--- src/rtl/ifetch_unit.sv ---
// rtl/ifetch_unit.sv - instruction fetch unit: fetch PC, imem req/ack, decode FIFO
//
// Owns the fetch PC, issues one outstanding word read at a time to
// instruction memory and buffers returned words for the decode stage.
// A redirect flushes the buffer and restarts fetch at the new PC.
//
// Ports:
//   clk, rst          clock (rising edge), asynchronous active-high reset
//   imem_req/addr     registered read request and word address to imem
//   imem_ack/rdata    one-cycle completion pulse and returned word
//   redirect_valid/pc branch/jump restart request and target PC
//   instr_valid/ready decode handshake on the buffer head
//   instr, instr_pc   head word and its PC (zero when empty)
//   opcode, func      instr[31:26] and instr[5:0]
module ifetch_unit #(
  parameter logic [31:0] RESET_PC = 32'h0000_0000,
  parameter int          DEPTH    = 2
) (
  input  logic        clk,
  input  logic        rst,
  output logic        imem_req,
  output logic [31:0] imem_addr,
  input  logic        imem_ack,
  input  logic [31:0] imem_rdata,
  input  logic        redirect_valid,
  input  logic [31:0] redirect_pc,
  output logic        instr_valid,
  input  logic        instr_ready,
  output logic [31:0] instr,
  output logic [31:0] instr_pc,
  output logic [5:0]  opcode,
  output logic [5:0]  func
);

  localparam int          AW      = $clog2(DEPTH);
  localparam logic [AW:0] DEPTH_C = (AW+1)'(DEPTH);
  localparam logic [AW:0] CNT_ONE = (AW+1)'(1);
  localparam logic [AW-1:0] PTR_ONE = AW'(1);

  // IDLE: nothing outstanding; REQ: outstanding, data wanted;
  // DROP: outstanding, data belongs to a squashed path
  typedef enum logic [1:0] {IDLE, REQ, DROP} state_t;

  state_t        state, state_n;
  logic [31:0]   fetch_pc, fetch_pc_n, addr_n, pc_inc, redirect_word;
  logic [AW-1:0] rd_ptr, wr_ptr;
  logic [AW:0]   count;
  logic [31:0]   buf_instr [DEPTH];
  logic [31:0]   buf_pc    [DEPTH];
  logic          push, pop, flush;

  assign pc_inc        = fetch_pc + 32'd4;
  assign redirect_word = redirect_pc & ~32'h3;
  assign instr_valid   = (count != '0);
  assign pop           = instr_valid & instr_ready;

  always_comb begin
    state_n    = state;
    fetch_pc_n = fetch_pc;
    addr_n     = imem_addr;
    push       = 1'b0;
    flush      = 1'b0;

    // A redirect always wins the fetch PC and empties the buffer, whatever
    // the request state; the outstanding request is still waited out.
    if (redirect_valid) begin
      flush      = 1'b1;
      fetch_pc_n = redirect_word;
    end

    case (state)
      IDLE: begin
        if (!redirect_valid && (count < DEPTH_C)) begin
          state_n = REQ;
          addr_n  = fetch_pc;
        end
      end
      REQ: begin
        if (redirect_valid) begin
          state_n = imem_ack ? IDLE : DROP;
        end else if (imem_ack) begin
          push       = 1'b1;
          fetch_pc_n = pc_inc;
          // Keep streaming only if the word just pushed leaves a free slot,
          // so a push can never land on a full buffer.
          if (((count + CNT_ONE) < DEPTH_C) || pop) begin
            addr_n = pc_inc;
          end else begin
            state_n = IDLE;
          end
        end
      end
      DROP: begin
        if (imem_ack) state_n = IDLE;
      end
      default: state_n = IDLE;
    endcase
  end

  always_ff @(posedge clk or posedge rst) begin
    if (rst) begin
      state     <= IDLE;
      fetch_pc  <= RESET_PC;
      imem_addr <= RESET_PC;
      imem_req  <= 1'b0;
      rd_ptr    <= '0;
      wr_ptr    <= '0;
      count     <= '0;
    end else begin
      state     <= state_n;
      fetch_pc  <= fetch_pc_n;
      imem_addr <= addr_n;
      imem_req  <= (state_n != IDLE);
      if (flush) begin
        rd_ptr <= '0;
        wr_ptr <= '0;
        count  <= '0;
      end else begin
        if (push) wr_ptr <= wr_ptr + PTR_ONE;
        if (pop)  rd_ptr <= rd_ptr + PTR_ONE;
        if (push && !pop)      count <= count + CNT_ONE;
        else if (pop && !push) count <= count - CNT_ONE;
      end
    end
  end

  // Storage needs no reset: the head is masked to zero while empty.
  always_ff @(posedge clk) begin
    if (push) begin
      buf_instr[wr_ptr] <= imem_rdata;
      buf_pc[wr_ptr]    <= fetch_pc;
    end
  end

  assign instr    = instr_valid ? buf_instr[rd_ptr] : 32'd0;
  assign instr_pc = instr_valid ? buf_pc[rd_ptr]    : 32'd0;
  assign opcode   = instr[31:26];
  assign func     = instr[5:0];

endmodule
--- config.mk ---
export PLATFORM = sky130hd
export DESIGN_NAME = ifetch_unit
export DESIGN_NICKNAME = d
export VERILOG_FILES = /design/src/rtl/ifetch_unit.sv
export SDC_FILE = /design/constraint.sdc
export NUM_CORES = 1
export LEC_CHECK = 0
export ABC_AREA = 1
export CORE_MARGIN = 4
export CORE_UTILIZATION = 25
export DETAILED_ROUTE_END_ITERATION = 8
export PLACE_DENSITY_LB_ADDON = 0.08
export SLEW_MARGIN = 20
export SYNTH_ARGS = -nofsm -noshare
export SYNTH_HDL_FRONTEND = slang
export SYNTH_SLANG_ARGS = --single-unit
--- constraint.sdc ---
create_clock -name clk -period 6 [get_ports clk]
set_input_delay 0.6 -clock clk [delete_from_list [all_inputs] [get_ports clk]]
set_output_delay 0.6 -clock clk [all_outputs]
set_load 0.01 [all_outputs]
==> results by group, run 1 <==
Outcome
  • Status: finished, final reports clean

Route
  • Vias per cell: 4.364
  • Final wirelength: 28130 µm
  • Vias: 6952
  • Initial drt markers: 320
  • WL/cell: 17.66 µm
  • Post-route DRC violation count: 0
  • DRT Pass-1 Iters: 4
  • Routed Antenna Nets: 0

Synthesis
  • Post-Synthesis Cell Area: 0.009051 mm²
  • Post-synth ARST share: 35.68%
  • EDFF count, synth: 128
  • Syn nets: 1036
  • Avg Cell Area, Syn: 9.379 µm²
  • Synth warn: 0
  • Synth top area share: 42.47%
  • Mapped Cells: 965
  • Register area share after synthesis: 62.10%
  • Top_reg_cell synth: edfxtp_1
  • Synth area leader: edfxtp_1
  • Yosys cell types: 32
  • Synth Register Bits: 199
  • Area contributors post-synth: edfxtp_1 (42%), dfrtp_1 (20%), nand2_1 (8.8%), nor2_1 (7.4%), o21ai_0 (4.0%)

Clock tree
  • Cts bufs inserted: 17
  • Root buffer cell: clkbuf_16
  • Post-CTS Hold Fix Bufs: 0
  • H-Tree Depth: 4
  • TritonCTS Sinks: 199
  • Clock Tree Buf Depth: 2
  • Clk pin slew, worst setup/hold paths: 0.08 ns
  • CTS resizes: 0
  • Postcts setup bufs: 0
  • Skew-Pair Late Insertion Delay: 0.44 ns
  • CTS tree: built

Setup path
  • Critical path endpoint category: primary output
  • Reg2Reg Depth: 10
  • Worst Path Arrival: 2.82 ns
  • Critical Path RT: 5.40 ns
  • Startpoint types: flip-flop
  • CP max FO: 46
  • Kind of critical path: flip-flop to primary output

Pwr
  • Max VDD drop: 204.2 µV
  • Total leakage power: 4.700 nW
  • PD cells: 410.2 mW/mm²

STA
  • Setup_tns: 0 ns
  • Max-slew violations: 0
  • Final hold vios: 0
  • Final Critical Period: 3.418 ns
  • Max Fclk: 292.6 MHz
  • Period utilization: 56.96%
  • Worst rel slew slack: 49.58%
  • Setup violators final: 0
  • Unrepaired setup endpoints after global routing: no
  • Final Skew: 0.01630 ns
  • Slew @ Worst Pin: 0.7564 ns

Placed design
  • Placed inst area: 0.01124 mm²
  • # port buffers: 176
  • Gpl congestion: 0.7449
  • Placed Cells: 1560
  • Dpl hpwl: 18430 µm

Run
  • Max cap viols: 0

Cells and area
  • Final core occ: 33.30%
  • Non-Filler Instances: 1593
  • Final Cell Area: 0.01187 mm²
  • Nets: 1190
  • ANT cells: 0
  • P&R area growth vs syn: 31.17%
  • Share of layout cells above drive strength 1: 7.244%

Floorplan
  • Die Ht: 198.3 µm
  • Initial cell density of the core: 25.39%
  • Row count: 69
  • Full die area: 0.03931 mm²
  • Ports: 179
  • Die W: 198.3 µm
  • Area of the core: 0.03566 mm²

GRT
  • Pin count of the biggest net entering global routing: 72
  • Vias in the first global route: 6734
  • Antenna violations before repair: 0
  • First-pass GRT wire length: 42720 µm
  • GRT Total Usage: 14.37%
  • GRT overflow: 0

Hold path
  • Hold Path Class: flip-flop to flip-flop
  • WHS Path Cells: 0
## critical path: stages, from the launching register on
cell and delay (ns):
dfrtp_1 0.32, inv_1 0.06, ha_1 0.20, inv_2 0.30
buf_4 0.54, o21ai_0 0.17, nor2_1 0.21, clkdlybuf4s50_1 0.58
## cells by family after synthesis
group / synth area share, %
AOI/OAI and AO/OA: 8.585
and+or+nand+nor: 21.90
adders and majority gates: 0.2764
xor gates and xnor gates: 0.6774
DFF: 62.10
buffers and inverters: 6.469
## per-layer routing
metal	vias up	wire length [µm]	track usage, %
met3	8	1329	2.722
met4	0	178	2.754
met2	158	13000	22.53
li1	3491	-	-
met5	-	0	0
met1	3295	13630	20.96
## power by group
| part | leakage, nW | switching, W | total [W] | internal (W) |
|---|---|---|---|---|
| combinational | 2.40 | 0.00104 | 0.00189 | 0.000853 |
| clock | 0.295 | 0.000605 | 0.00117 | 0.000568 |
| sequential | 2.00 | 0.000141 | 0.00180 | 0.00166 |
| total | 4.70 | 0.00179 | 0.00487 | 0.00308 |
## registers in the layout, summed over array words and instances (netlist names)
name	count
buf_instr	64
buf_pc	64
fetch_pc	32
imem_addr	32
count	2
state	2
imem_req	1
rd_ptr	1
wr_ptr	1
## layout by cell type, fill, tap and decap left out, types with 8 or more instances in the layout
cell type and n:
inv_1 71, nand2_1 212, o21ai_1 11, edfxtp_1 128, nor2_1 177, o21ai_0 72, clkbuf_16 17, nor2_4 8
o22ai_1 13, clkdlybuf4s50_1 176, inv_2 8, dfrtp_1 70, buf_4 9, a21oi_1 31, nand3_1 61
## Yosys cell counts, types with 4 or more instances
master    count
buf_4        17
or2_2         6
o21bai_1      4
o21ai_0      72
nand3_1      61
xor2_1        6
o21ai_1      11
edfxtp_1    128
o211ai_1      5
nand2_1     213
buf_2        15
o22ai_1      13
nand2_2       6
dfrtp_1      71
inv_1        74
nor2_4        6
inv_2         6
nor2_1      179
a21oi_1      31
clkbuf_1     21
## area by class of cell
cell class,instances,area (µm²)
Clock buffer,17,425.4
Clock inverter,15,183.9
Fill cell,3673,23780
Inverter,81,305.3
Multi-Input combinational cell,632,2863
Sequential cell,199,5622
Tap cell,461,576.8
Timing Repair Buffer,188,1897
## through the flow
| stage | setup slack, ns | hold slack, ns | total power, W |
|---|---|---|---|
| after CTS | 2.481 | 0.4846 | 0.004968 |
| final | 2.582 | 0.4762 | 0.004870 |
| after floorplan | 1.825 | 0.4421 | 0.002743 |
| after global routing | 2.283 | 0.5135 | 0.005209 |
| after global placement | 2.620 | 0.4548 | 0.003762 |
| after detailed placement | 2.563 | 0.4648 | 0.003762 |
## worst paths after layout
path	start	end	slack (ns)
max in group asynchronous	rst	imem_addr[20]$_DFFE_PP0P_	4.85
worst max-delay path	count[0]$_DFFE_PP0P_	func[1]	2.58
min in group asynchronous	rst	fetch_pc[8]$_DFF_PP0_	0.56
worst max register to register	state[1]$_DFF_PP0_	imem_addr[30]$_DFFE_PP0P_	3.21
worst min register to register	fetch_pc[0]$_DFFE_PP0P_	buf_pc[1][0]$_DFFE_PP_	0.48
worst min-delay path	fetch_pc[0]$_DFFE_PP0P_	buf_pc[1][0]$_DFFE_PP_	0.48
Power figures use the tool's default switching activity.
==> run 2, diff against run 1 <==
Clock period 6 ns to 3.18 ns, I/O delays scaled along.
==> run 2 against run 1 <==
Count of clock-buffer cells in the layout stayed put. Critical path depth stayed put. Highest routed layer unchanged. Worst hold slack worse by 0.20 ns.
==> results by group, run 2 (synthesis results as in run 1) <==
Clock tree
  • Postcts setup bufs: 0 (unchanged)
  • Clock Tree Buf Depth: 2 (unchanged)
  • Post-CTS Hold Fix Bufs: 0 (unchanged)
  • Clk pin slew, worst setup/hold paths: 0.08 ns (about the same)
  • CTS tree: built
  • Skew-Pair Late Insertion Delay: 0.45 ns (about the same)
  • Root buffer cell: clkbuf_16
  • CTS resizes: 0 (unchanged)
  • TritonCTS Sinks: 199 (unchanged)
  • H-Tree Depth: 4 (unchanged)
  • Cts bufs inserted: 17 (unchanged)

Pwr
  • Max VDD drop: 394.7 µV (+93%)
  • PD cells: 777.1 mW/mm² (+89%)
  • Sequential share of power: 36.9% (about the same)
  • Total leakage power: 4.714 nW (+0.28%)
  • Int Pwr: 0.005976 W (+94%)
  • Switching pwr: 0.003274 W (+83%)
  • Clock share of power: 24.2% (about the same)
  • Logic pwr share: 38.9% (about the same)
  • Sw Ratio: 35.40% (-1.3 points)

Setup path
  • Kind of critical path: flip-flop to primary output
  • Startpoint types: flip-flop
  • Critical path endpoint category: primary output
  • R2r setup slk: 0.86 ns (-2.35 ns)
  • CP max FO: 25 (-46%)
  • Critical Path RT: 2.86 ns (-2.54 ns)
  • Worst Path Arrival: 2.53 ns (-0.29 ns)

STA
  • Final Critical Period: 2.849 ns
  • Final hold vios: 0 (unchanged)
  • Slew @ Worst Pin: 0.7249 ns (-0.03142 ns)
  • Max Fclk: 351.1 MHz
  • Unrepaired setup endpoints after global routing: no
  • Period utilization: 89.58%
  • Setup_tns: 0 ns (unchanged)
  • Worst rel slew slack: 51.67% (+2.1 points)
  • Max-slew violations: 0 (unchanged)
  • Setup violators final: 0 (unchanged)
  • Final Skew: 0.01295 ns (-0.003348 ns)

Route
  • Initial drt markers: 328 (+2.5%)
  • DRT Pass-1 Iters: 5 (+1)
  • Post-route DRC violation count: 0 (unchanged)
  • Final wirelength: 27830 µm (-1.1%)
  • Vias: 6912 (-0.58%)
  • Routed Antenna Nets: 0 (unchanged)
  • WL/cell: 17.42 µm (-1.3%)
  • Vias per cell: 4.328 (-0.82%)

Cells and area
  • Share of layout cells above drive strength 1: 7.482% (+0.24 points)
  • Non-Filler Instances: 1597 (+0.25%)
  • Most frequent cells in the layout: nand2_1 (212), nor2_1 (177), clkdlybuf4s50_1 (176), edfxtp_1 (128), o21ai_0 (72)
  • ANT cells: 0 (unchanged)
  • P&R area growth vs syn: 31.50%
  • Fillers: 3652 (-0.57%)
  • Most common cell after layout, fill and taps aside: nand2_1
  • Largest regs: buf_instr x64, buf_pc x64
  • Nets: 1194 (+0.34%)

Outcome
  • Status: finished, final reports clean

Floorplan
  • Die W: 198.3 µm (unchanged)
  • Die Ht: 198.3 µm (unchanged)
  • Initial cell density of the core: 25.39% (unchanged)
  • Area of the core: 0.03566 mm² (unchanged)
  • Full die area: 0.03931 mm² (unchanged)
  • Ports: 179 (unchanged)
  • Row count: 69 (unchanged)

GRT
  • Vias in the first global route: 6898 (+2.4%)
  • GRT overflow: 0 (unchanged)
  • Antenna violations before repair: 0 (unchanged)
  • Pin count of the biggest net entering global routing: 65 (-9.7%)
  • First-pass GRT wire length: 42670 µm (-0.11%)
  • GRT Total Usage: 14.31% (-0.062 points)

Run
  • Max cap viols: 0 (unchanged)

Placed design
  • Gpl congestion: 0.7718 (+3.6%)
  • # port buffers: 176 (unchanged)
  • Placed Cells: 1565 (+0.32%)
  • Dpl hpwl: 18830 µm (+2.2%)

Hold path
  • Hold Path Class: input pin to async pin
-- run 2: changes by cell type in the layout (fill, tap and decap cells not counted), sizes merged --
cell,change
buf,+4
clkinv,-4
clkinvlp,+3
bufinv,+2
inv,-1
-- run 2: final timing paths --
kind	start	to	depth (start not counted)
min reg2reg	imem_addr[18]$_DFFE_PP0P_	imem_addr[18]$_DFFE_PP0P_	2
min	rst	imem_addr[3]$_DFFE_PP0P_	2
max reg2reg	count[0]$_DFFE_PP0P_	imem_addr[25]$_DFFE_PP0P_	12
max	count[0]$_DFFE_PP0P_	func[3]	7
min in group clk	redirect_pc[3]	fetch_pc[3]$_DFF_PP0_	3
max in group asynchronous	rst	rd_ptr$_DFFE_PP0P_	3
-- run 2: worst max-delay path: stages (launching register included) --
cell and delay, ns:
dfrtp_1 0.33, inv_1 0.06, ha_1 0.20, inv_2 0.38, buf_4 0.31, o21ai_0 0.11, nor2_1 0.15, clkdlybuf4s50_1 0.55
-- run 2: routing by layer --
layer	global-route usage (%)	vias to the layer above	part of all wire [%]
li1	-	3490	-
met1	20.14	3244	48
met5	0	-	0
met3	3.522	18	5.0
met4	2.984	0	0.96
met2	22.55	160	46
-- run 2: cell type report --
class / count / area [µm²] / area share (%)
inverters: 81 / 305.3 / 2.565
flip-flops and latches: 199 / 5622 / 47.23
well taps: 461 / 576.8 / 4.846
repair buffers: 192 / 1944 / 16.34
clock inverters: 15 / 166.4 / 1.398
clock buffers: 17 / 425.4 / 3.574
multi-input cells: 632 / 2863 / 24.05
-- run 2: per-stage QoR --
| step | hold slack (ns) | area, µm² | util (%) | setup WS [ns] | power [W] |
|---|---|---|---|---|---|
| after global placement | 0.4631 | 11310 | 31.72 | 0.6320 | 0.007149 |
| final | 0.2729 | 11900 | 33.38 | 0.3314 | 0.009250 |
| after global routing | 0.3341 | 11900 | 33.38 | 0.05974 | 0.009898 |
| after floorplan | 0.4169 | 9056 | - | 0.3393 | 0.005172 |
| after detailed placement | 0.4642 | 11310 | 31.72 | 0.6346 | 0.007139 |
| after CTS | 0.2839 | 11900 | 33.38 | 0.2140 | 0.009431 |
-- run 2: power by group through the flow --
stage / Clock (W) / Sequential [W] / Combinational (W)
4_1_cts: 0.00232 / 0.00342 / 0.00370
3_5_place_dp: 0 / 0.00346 / 0.00368
3_3_place_gp: 0 / 0.00347 / 0.00368
5_1_grt: 0.00242 / 0.00346 / 0.00401
6_report: 0.00224 / 0.00341 / 0.00360
2_1_floorplan: 0 / 0.00347 / 0.00170
==> run 3, diff against run 2 <==
Clock period 3.18 ns to 3.36 ns, I/O delays scaled along.
==> run 3 against run 2 <==
Worst hold slack gained 0.099 ns. Highest routed layer unchanged. Via count down 0.13%. Register-to-register slack better by 0.27 ns. Combinational power decreased by 5%. Total power shrank 5.7%. Non-clock buffer count rose by 1. Critical path type unchanged. Sequential power fell by 6%. Count of clock-buffer cells in the layout rose by 3.
==> results by group, run 3 (synthesis results as in run 1) <==
Cells and area
  • Non-Filler Instances: 1598 (+0.063%)
  • ANT cells: 0 (unchanged)
  • P&R area growth vs syn: 31.30%
  • Most frequent cells in the layout: nand2_1 (212), nor2_1 (177), clkdlybuf4s50_1 (176), edfxtp_1 (128), o21ai_0 (72)
  • Share of layout cells above drive strength 1: 7.652% (+0.17 points)
  • Final Cell Area: 0.01188 mm² (-0.16%)
  • Most common cell after layout, fill and taps aside: nand2_1
  • Nets: 1195 (+0.084%)
  • Fillers: 3695 (+1.2%)
  • Largest regs: buf_instr x64, buf_pc x64
  • Area of the multi-input gates: 0.002863 mm² (unchanged)
  • FF/Latch Area: 0.005622 mm² (unchanged)
  • Final core occ: 33.33% (-0.053 points)

GRT
  • Pin count of the biggest net entering global routing: 65 (unchanged)
  • Antenna violations before repair: 0 (unchanged)
  • GRT overflow: 0 (unchanged)
  • Vias in the first global route: 6971 (+1.1%)
  • GRT Total Usage: 14.47% (+0.15 points)
  • First-pass GRT wire length: 42970 µm (+0.70%)

STA
  • Unrepaired setup endpoints after global routing: no
  • Worst rel slew slack: 38.46% (-13 points)
  • Final Critical Period: 2.974 ns
  • Max Fclk: 336.3 MHz
  • Setup violators final: 0 (unchanged)
  • Setup_tns: 0 ns (unchanged)
  • Period utilization: 88.50%
  • Final Skew: 0.009519 ns (-0.003433 ns)
  • Slew @ Worst Pin: 0.9220 ns (+0.1970 ns)
  • Max-slew violations: 0 (unchanged)
  • Final hold vios: 0 (unchanged)

Pwr
  • Int Pwr: 0.005643 W (-5.6%)
  • Sw Ratio: 35.30% (-0.10 points)
  • Max VDD drop: 420.2 µV (+6.5%)
  • Logic pwr share: 39.1% (+0.2 points)
  • PD cells: 733.9 mW/mm² (-5.6%)
  • Total leakage power: 4.716 nW (about the same)
  • Clock share of power: 24.0% (-0.2 points)
  • Sequential share of power: 36.9% (about the same)
  • Switching pwr: 0.003079 W (-6.0%)

Setup path
  • Critical path endpoint category: primary output
  • Startpoint types: flip-flop
  • Kind of critical path: flip-flop to primary output
  • Reg2Reg Depth: 8 (-4)
  • Crit path cell chain: inv_1 > ha_1 > inv_2 > buf_12 > o21ai_0 > nor2_1 > clkdlybuf4s50_1
  • CP max FO: 48 (+92%)
  • Crit-path max cell delay: 0.59 ns (+0.04 ns)
  • Slowest-stage cell, CP: clkdlybuf4s50_1
  • R2R Path End: count[0]$_DFFE_PP0P_
  • Worst Path Arrival: 2.64 ns (+0.11 ns)
  • Worst R2R Start: state[1]$_DFF_PP0_
  • R2r setup slk: 1.13 ns (+0.27 ns)
  • Critical Path RT: 3.02 ns (+0.16 ns)

Route
  • Final wirelength: 28050 µm (+0.81%)
  • Initial drt markers: 376 (+15%)
  • Routed Antenna Nets: 0 (unchanged)
  • Post-route DRC violation count: 0 (unchanged)
  • DRT Pass-1 Iters: 4 (-1)
  • Vias per cell: 4.320 (-0.19%)
  • Vias: 6903 (-0.13%)
  • WL/cell: 17.55 µm (+0.75%)

Floorplan
  • Row count: 69 (unchanged)
  • Die W: 198.3 µm (unchanged)
  • Ports: 179 (unchanged)
  • Die Ht: 198.3 µm (unchanged)
  • Full die area: 0.03931 mm² (unchanged)
  • Initial cell density of the core: 25.39% (unchanged)
  • Area of the core: 0.03566 mm² (unchanged)

Placed design
  • Gpl congestion: 0.7667 (-0.66%)
  • Placed Cells: 1566 (+0.064%)
  • # port buffers: 176 (unchanged)
  • Dpl hpwl: 18770 µm (-0.31%)
  • Placed inst area: 0.01129 mm² (-0.15%)

Clock tree
  • CTS tree: built
  • TritonCTS Sinks: 199 (unchanged)
  • Clock Tree Buf Depth: 2 (unchanged)
  • Postcts setup bufs: 0 (unchanged)
  • Skew-Pair Late Insertion Delay: 0.45 ns (about the same)
  • Clk pin slew, worst setup/hold paths: 0.08 ns (about the same)
  • Cts bufs inserted: 17 (unchanged)
  • H-Tree Depth: 4 (unchanged)
  • CTS resizes: 0 (unchanged)
  • Root buffer cell: clkbuf_16
  • Post-CTS Hold Fix Bufs: 0 (unchanged)

Run
  • Max cap viols: 0 (unchanged)

Outcome
  • Status: finished, final reports clean

Hold path
  • Hold Path Class: input pin to async pin
-- run 3: changes by cell type in the layout (fill, tap and decap cells not counted) --
cell,change
buf_12,-2
buf_4,+3
clkinvlp_4,-1
inv_8,-1
clkinv_1,-1
inv_6,-1
clkbuf_8,+2
clkinv_4,-1
clkbuf_16,+1
clkinv_2,+2
bufinv_16,-1
inv_4,+1
-- run 3: area by class of cell --
| type | count | share of cell area, % |
|---|---|---|
| Sequential cell | 199 | 47.30 |
| Multi-Input combinational cell | 632 | 24.09 |
| Timing Repair Buffer | 193 | 16.21 |
| Tap cell | 461 | 4.854 |
| Clock buffer | 20 | 4.022 |
| Inverter | 81 | 2.569 |
| Clock inverter | 12 | 0.9476 |
-- run 3: how the worst max path moves through the flow --
| stage | start | endpoint | slack [ns] | depth (start not counted) |
|---|---|---|---|---|
| finish | count[0]$_DFFE_PP0P_ | instr_pc[30] | 0.39 | 7 |
| global placement | redirect_valid | count[0]$_DFFE_PP0P_ | 0.73 | 9 |
| global route | count[0]$_DFFE_PP0P_ | instr_pc[30] | 0.19 | 7 |
| floorplan | state[1]$_DFF_PP0_ | buf_instr[0][0]$_DFFE_PP_ | 0.52 | 4 |
| detailed placement | redirect_valid | count[0]$_DFFE_PP0P_ | 0.69 | 9 |
| CTS | count[0]$_DFFE_PP0P_ | instr_pc[30] | 0.32 | 7 |
-- run 3: through the flow --
stage | hold WS [ns] | power, W | worst slack [ns]
after CTS | 0.3873 | 0.008895 | 0.3228
after global placement | 0.4534 | 0.006755 | 0.7347
after global routing | 0.4347 | 0.009324 | 0.1854
after floorplan | 0.4349 | 0.004895 | 0.5193
final | 0.3716 | 0.008722 | 0.3865
after detailed placement | 0.4589 | 0.006750 | 0.6934
-- run 3: critical path, delay by kind of cell (launching register included) --
family                   cells  cell delay (ns)
flip-flops                   1             0.33
buffers and inverters        4             1.23
AND/OR/NAND/NOR              1             0.23
adder cells (fa/ha/maj)      1             0.20
AO/OA/AOI/OAI                1             0.13
-- run 3: power groups by stage --
stage	registers, W	logic (W)	clock network [W]
global route	0.00327	0.00379	0.00226
global placement	0.00327	0.00348	0
CTS	0.00322	0.00350	0.00217
floorplan	0.00329	0.00161	0
finish	0.00321	0.00341	0.00209
detailed placement	0.00327	0.00348	0
-- run 3: layer usage --
metal / vias to the layer above / GRT usage [%] / wire, µm
met5: - / 0 / 0
met4: 0 / 3.443 / 317
met3: 22 / 3.233 / 1206
met2: 148 / 22.23 / 12720
met1: 3257 / 20.87 / 13810
li1: 3476 / - / -
